File: config.mk
export PLATFORM = sky130hd
export DESIGN_NAME = soc_test_monitor
export DESIGN_NICKNAME = d
export VERILOG_FILES = /design/src/rtl/soc_test_monitor.sv
export SDC_FILE = /design/constraint.sdc
export NUM_CORES = 1
export LEC_CHECK = 0
export ABC_AREA = 0
export ABC_CLOCK_PERIOD_IN_PS = 2400
export CORE_MARGIN = 3
export CORE_UTILIZATION = 30
export DETAILED_ROUTE_END_ITERATION = 16
export PLACE_DENSITY = 0.76
export SYNTH_ARGS = -nofsm -noshare
export SYNTH_HDL_FRONTEND = slang
export SYNTH_SLANG_ARGS = --single-unit
File: constraint.sdc
create_clock -name clk -period 2.4 [get_ports clk]
set_clock_uncertainty 0.05 [all_clocks]
set_input_delay 0.24 -clock clk [delete_from_list [all_inputs] [get_ports clk]]
set_output_delay 0.24 -clock clk [all_outputs]
set_load 0.02 [all_outputs]
File: src/rtl/soc_test_monitor.sv
// Test harness monitor: holds the SoC in reset, watches per-hart tohost stores
// and latches a sticky pass/fail/timeout verdict with the run cycle count.
module soc_test_monitor #(
  parameter int unsigned NUM_HARTS      = 2,
  parameter int unsigned ADDR_WIDTH     = 32,
  parameter int unsigned DATA_WIDTH     = 32,
  parameter int unsigned RST_CYCLES     = 10,
  parameter int unsigned TIMEOUT_CYCLES = 50000,
  parameter logic [ADDR_WIDTH-1:0] TOHOST_ADDR = ADDR_WIDTH'(32'h0000_1000)
) (
  input  logic                             clk,
  input  logic                             rst,
  input  logic [NUM_HARTS-1:0]             wr_valid,
  input  logic [NUM_HARTS*ADDR_WIDTH-1:0]  wr_addr,
  input  logic [NUM_HARTS*DATA_WIDTH-1:0]  wr_data,
  output logic                             core_rst,
  output logic [31:0]                      cycle_count,
  output logic                             done,
  output logic                             pass,
  output logic                             fail,
  output logic                             timeout,
  output logic [DATA_WIDTH-2:0]            fail_code,
  output logic [2:0]                       done_hart
);

  localparam int HW = (RST_CYCLES > 1) ? $clog2(RST_CYCLES) : 1;
  localparam logic [HW-1:0] HOLD_LAST    = HW'(RST_CYCLES - 1);
  localparam logic [31:0]   TIMEOUT_LAST = 32'(TIMEOUT_CYCLES - 1);

  typedef enum logic [1:0] {S_HOLD, S_RUN, S_DONE} state_t;

  state_t                state_q, state_d;
  logic [HW-1:0]         hold_cnt_q, hold_cnt_d;
  logic                  core_rst_q, core_rst_d;
  logic [31:0]           cycle_count_q, cycle_count_d;
  logic                  done_q, done_d;
  logic                  pass_q, pass_d;
  logic                  fail_q, fail_d;
  logic                  timeout_q, timeout_d;
  logic [DATA_WIDTH-2:0] fail_code_q, fail_code_d;
  logic [2:0]            done_hart_q, done_hart_d;

  logic                  sel_valid;
  logic [2:0]            sel_idx;
  logic [DATA_WIDTH-1:0] sel_data;

  // Only odd-data tohost stores qualify; scanning downward lets the lowest hart win.
  always_comb begin
    sel_valid = 1'b0;
    sel_idx   = '0;
    sel_data  = '0;
    for (int i = int'(NUM_HARTS) - 1; i >= 0; i--) begin
      if (wr_valid[i] && (wr_addr[i*ADDR_WIDTH +: ADDR_WIDTH] == TOHOST_ADDR)
          && wr_data[i*DATA_WIDTH]) begin
        sel_valid = 1'b1;
        sel_idx   = 3'(i);
        sel_data  = wr_data[i*DATA_WIDTH +: DATA_WIDTH];
      end
    end
  end

  always_comb begin
    state_d       = state_q;
    hold_cnt_d    = hold_cnt_q;
    core_rst_d    = core_rst_q;
    cycle_count_d = cycle_count_q;
    done_d        = done_q;
    pass_d        = pass_q;
    fail_d        = fail_q;
    timeout_d     = timeout_q;
    fail_code_d   = fail_code_q;
    done_hart_d   = done_hart_q;
    case (state_q)
      S_HOLD: begin
        core_rst_d = 1'b1;
        if (hold_cnt_q == HOLD_LAST) begin
          state_d    = S_RUN;
          core_rst_d = 1'b0;
        end else begin
          hold_cnt_d = hold_cnt_q + 1'b1;
        end
      end
      S_RUN: begin
        core_rst_d = 1'b0;
        if (cycle_count_q != 32'hFFFF_FFFF) cycle_count_d = cycle_count_q + 32'd1;
        // A qualifying store in the timeout cycle still decides the verdict.
        if (sel_valid) begin
          state_d     = S_DONE;
          core_rst_d  = 1'b1;
          done_d      = 1'b1;
          done_hart_d = sel_idx;
          if (sel_data == DATA_WIDTH'(1)) begin
            pass_d = 1'b1;
          end else begin
            fail_d      = 1'b1;
            fail_code_d = sel_data[DATA_WIDTH-1:1];
          end
        end else if (cycle_count_q == TIMEOUT_LAST) begin
          state_d    = S_DONE;
          core_rst_d = 1'b1;
          done_d     = 1'b1;
          timeout_d  = 1'b1;
        end
      end
      S_DONE: begin
        core_rst_d = 1'b1;
      end
      default: begin
        state_d    = S_HOLD;
        core_rst_d = 1'b1;
      end
    endcase
  end

  always_ff @(posedge clk) begin
    if (rst) begin
      state_q       <= S_HOLD;
      hold_cnt_q    <= '0;
      core_rst_q    <= 1'b1;
      cycle_count_q <= '0;
      done_q        <= 1'b0;
      pass_q        <= 1'b0;
      fail_q        <= 1'b0;
      timeout_q     <= 1'b0;
      fail_code_q   <= '0;
      done_hart_q   <= '0;
    end else begin
      state_q       <= state_d;
      hold_cnt_q    <= hold_cnt_d;
      core_rst_q    <= core_rst_d;
      cycle_count_q <= cycle_count_d;
      done_q        <= done_d;
      pass_q        <= pass_d;
      fail_q        <= fail_d;
      timeout_q     <= timeout_d;
      fail_code_q   <= fail_code_d;
      done_hart_q   <= done_hart_d;
    end
  end

  assign core_rst    = core_rst_q;
  assign cycle_count = cycle_count_q;
  assign done        = done_q;
  assign pass        = pass_q;
  assign fail        = fail_q;
  assign timeout     = timeout_q;
  assign fail_code   = fail_code_q;
  assign done_hart   = done_hart_q;

endmodule

Word-level counts from Yosys, hierarchy flattened --
Index checks and enable logic that the tools add are counted.
Word-level totals: input port bits 132, output and inout port bits 71, flip-flop bits (word level) 77, word-level logic and storage cells 56
Operators by class: reduce and logical (&&, ||, !) cells 14, mux-type cells 16, add/sub/neg operators 2, equal/unequal tests 10, bitwise logic cells 4
Operators with widths (number):
- $eq A32 B13 Y1 const B | 2
- $mux W32 | 2
- $add A32 B1 Y32 const B | 1
- $eq A32 B1 Y1 const B | 1
- $eq A32 B16 Y1 const B | 1
- $ne A32 B32 Y1 const B | 1
- $reduce_and A3 Y1 | 4
- $mux W1 | 8
- $reduce_and A2 Y1 | 4
- $mux W2 | 3
- $pmux W2 S3 | 1
- $add A4 B1 Y4 const B | 1
- $eq A4 B4 Y1 const B | 1
- $logic_and A1 B1 Y1 | 4
- $not A1 Y1 | 4
- $mux W3 | 1
- $ne A3 B3 Y1 const B | 1
- $eq A2 B1 Y1 const B | 1
- $eq A2 B2 Y1 const B | 1
- $logic_not A2 Y1 | 1
- $ne A2 B2 Y1 const B | 1
- $pmux W1 S2 | 1
- $reduce_bool A2 Y1 | 1

Logic depth before layout (Yosys ltp) --
depth in word-level cells 8, depth in mapped cells 8, gate-level depth less buffers 7

Worst setup path before layout --
OpenSTA, ideal clock, no wires.
path type register -> register, start register cycle_count_q[4], in the netlist cycle_count[4], end register cycle_count_q[22], in the netlist cycle_count[22], arrival time 2031 ps, setup time 128 ps, buffers on the path 0, data required time 2222 ps, setup slack 192 ps, cell stages (with the launch flop) 7, period minus slack after synthesis 2208 ps, cell sequence dfxtp_1 -> nand4_2 -> or4_1 -> nor4_4 -> nand4_1 -> xor2_1 -> nor2_1
Between the ends: word-level cells in the longest chain between the ends 2, elaborated cells between the ends (all ways) 3, classes of those cells 1 x add/sub; 1 x eq/ne; 1 x reduce/logical
RTL lines:
- from (decl) | line 35 | logic [31:0] cycle_count_q, cycle_count_d;
- from (signal assigned) | line 131 | cycle_count_q <= cycle_count_d;
- parallel branches: the longest is 2 deep, another holds $add A32 B1 Y32
Parallel ways; which one is timed is not known. A chain may end at the register's enable or synchronous reset.

Final worst setup path --
start input port wr_data[20], end register fail_code_q[7], in the netlist fail_code[7]
Between the ends: word-level cells in the longest chain between the ends 4
RTL lines:
- from (decl) | line 15 | input logic [NUM_HARTS*DATA_WIDTH-1:0] wr_data,
- $mux W32 | line 53 | if (wr_valid[i] && (wr_addr[i*ADDR_WIDTH +: ADDR_WIDTH] == TOHOST_ADDR)
- $eq A32 B1 Y1 | line 92 | if (sel_data == DATA_WIDTH'(1)) begin
- $not A1 Y1 (no source line)
- $reduce_and A3 Y1 (no source line)
- to (signal assigned) | line 136 | fail_code_q <= fail_code_d;
- to (decl) | line 40 | logic [DATA_WIDTH-2:0] fail_code_q, fail_code_d;
No other way between the ends.

==> summary.txt <==
Nets = 783
First-pass DRT Iterations = 5
CTS root buf = clkbuf_16
Fin. max-slew vios = 0
Status = complete, no violations
Worst EP arrival = 2470 ps
Post-Route WL = 13700 um
First-pass GRT wire length = 22000 um
Synth Area in Simple Gates = 29.3%
Vias in the first global route = 4290
Leakage = 2.15 nW
Starting Density = 31.3%
M2 GR Usage = 33.4%
Area growth syn-to-layout = 70.6%
Detail Route Antenna Nets = 0
Setup ws final = 147 ps
Hold WC Path Type = input port to register
Compound-gate portion of the synthesized area = 18.8%
Synth unique cells = 59
Post-DP HPWL = 10700 um
WL/cell = 16.7 um
Hold Startpoint = rst
Non-Filler Instances = 821
Post-Place Cells = 805
Initial antenna violation count = 0
Total clock buffers created by CTS = 9
Worst Path Required = 2610 ps
CTS HTree Levels = 3
Die Wd = 119 um
Pin count of the biggest net entering global routing = 44
Rel. slew slack = 62.2%
Post-synthesis adder-cell area fraction = 0.984%
Post-CTS setup buffers = 0
Sw frac = 22.0%
Critical path startpoint category = input port
Reg2Reg Launch Point = cycle_count[21]
Sequential Power Share = 43.0%
Worst-margin pin slew = 561 ps
Warnings, synthesis = 0
Final period util = 93.9%
Total core area = 12200 sq um
Seq cells post-synth = 75
Post-route DRC violation count = 0
CTS tree = done
Die span in y = 119 um
Via-per-instance ratio = 5.25
Most common cell after layout, fill and taps aside = clkdlybuf4s50_1
Post-CTS sizing = 0
Inserted Diodes = 0
Crit. Startpoint = wr_data[20]
Max rail drop VDD = 0.336 mV
Max Buffers Root-to-Sink = 2
Gr usage total = 19.1%
PD cells = 448 nW/um^2
Routability congestion estimate from global placement = 0.893
# rows = 40
NetSw = 0.000642 W
Util after Layout = 53.3%
RSZ-0062 raised after global routing = no
Highest clock rate = 0.444 GHz
Post-synth ARST share = 0%
Final Hold Fails = 0
Hold_buf cts = 0
Proportion of layout cells with a drive suffix above 1 = 11.8%
Logic gate share of total power = 10.5%
Die area = 14100 sq um
Worst Setup Path Type = input port to register
Skew-Pair Late Insertion Delay = 330 ps
Clock power share = 46.5%
Top Usage Layer GRT = met2
Pint = 0.00227 W
Hold path cells = 2
Met1 Use GR = 23.0%
Register area share after synthesis = 39.3%
Fin crit period = 2250 ps
Largest family of logic cells by synthesized area = simple AND/OR/NAND/NOR gates
Post-synthesis xor/xnor area fraction = 7.11%
CP max FO = 28
Setup Viol. Count Final = 0
Grt total ovfl = 0
Syn_area_per_cell = 8.96 sq um
Max-cap violations = 0
Drt initial violations = 232
Vias = 4314
Number of clock sinks = 75
Most frequent cells in the layout = 199 x clkdlybuf4s50_1, 75 x dfxtp_1, 49 x nor2_1
Crit. End Element = register
Io pins = 203
Worst slack, placed = -187 ps
EDFF count, synth = 0
Total power = 0.00292 W
Clock Pin Slew Worst Setup and Hold Paths = 60 ps
R2R cell count = 7
Synthesized cell area = 3820 sq um
PortBufs = 200
Synth Flop Type = dfxtp_1
Filler cells = 1132
Met3 track demand over resource = 4.74%
Post-synthesis mux area share = 0.525%
Mapped Cells = 426
-- path summary, 6_finish.rpt --
check | endpoint | slack [ps]
max | fail_code[7] | 150
min | fail_code[0] | 150
max reg2reg | cycle_count[5] | 170
min reg2reg | done | 400
-- logic make-up after synthesis --
group | Yosys count
and+or+nand+nor | 199
AOI/OAI and AO/OA | 85
DFF | 75
xor gates and xnor gates | 31
buffers and inverters | 30
adders and majority gates | 3
muxes | 2
other | 1
-- layer usage --
metal / vias to the layer above / wire (um) / part of all wire [%]
met5: - / 0 / 0
met4: 0 / 283 / 2.1
met3: 20 / 886 / 6.5
li1: 2071 / - / -
met1: 2069 / 5510 / 40
met2: 154 / 7020 / 51
-- metrics by stage --
step	instance area, sq um	hold WS, ps	TNS, ps
6_report	6510	148	0
5_1_grt	6510	151	0
4_1_cts	6510	141	0
3_5_place_dp	6210	395	-5020
3_3_place_gp	6210	388	-3480
2_1_floorplan	3820	300	0
-- synth_stat cells (2+ instances only) --
library cell	instances	area (sq um)
dfxtp_1	75	1500
clkbuf_1	15	56.3
ha_1	3	37.5
nor2_1	49	184
nor4b_1	4	35.0
and2_1	2	12.5
mux2i_1	2	20.0
xor2_1	19	166
and3_1	2	12.5
buf_2	3	15.0
a311oi_1	2	17.5
nand2b_1	3	18.8
buf_4	2	15.0
o2bb2ai_1	18	158
o21ai_0	3	15.0
nand4b_1	4	35.0
inv_1	6	22.5
xnor2_1	12	105
nor3_1	17	85.1
nand3_1	21	105
nand4_1	20	125
or4_1	4	30.0
nor4_1	32	200
nor3_2	2	20.0
or3_1	2	12.5
or2_2	2	12.5
nand2_1	21	78.8
a22oi_1	28	210
a21oi_1	13	65.1
or3_2	2	15.0
o2bb2ai_2	10	150
-- registers in the layout, summed over array words and instances, names as in the netlist --
register and cells:
cycle_count 32, fail_code 31, hold_cnt_q 4, state_q 2
core_rst 1, done 1, done_hart 1, fail 1
pass 1, timeout 1
-- power groups by stage --
| stage | Clock, W | Sequential [W] | Combinational [W] |
|---|---|---|---|
| CTS | 0.00137 | 0.00125 | 0.000306 |
| global placement | 0 | 0.00128 | 0.000298 |
| detailed placement | 0 | 0.00128 | 0.000303 |
| global route | 0.00143 | 0.00125 | 0.000326 |
| finish | 0.00136 | 0.00125 | 0.000305 |
| floorplan | 0 | 0.00128 | 0.0000534 |
-- worst max-delay path, stage by stage --
cell and delay [ps]:
clkdlybuf4s50_1 420, or4_1 540, nor3_1 180, nand4_1 220
o31a_4 350, a21oi_4 170, buf_12 200, o2bb2ai_1 130
-- cell type report --
cell class | instances | area (sq um) | area share, %
inverters | 6 | 22.5 | 0.346
flip-flops and latches | 75 | 1500 | 23.1
multi-input cells | 322 | 2190 | 33.6
repair buffers | 234 | 2290 | 35.2
clock buffers | 9 | 225 | 3.46
clock inverters | 7 | 76.3 | 1.17
well taps | 168 | 210 | 3.23
(Power assumes the default switching activity.)
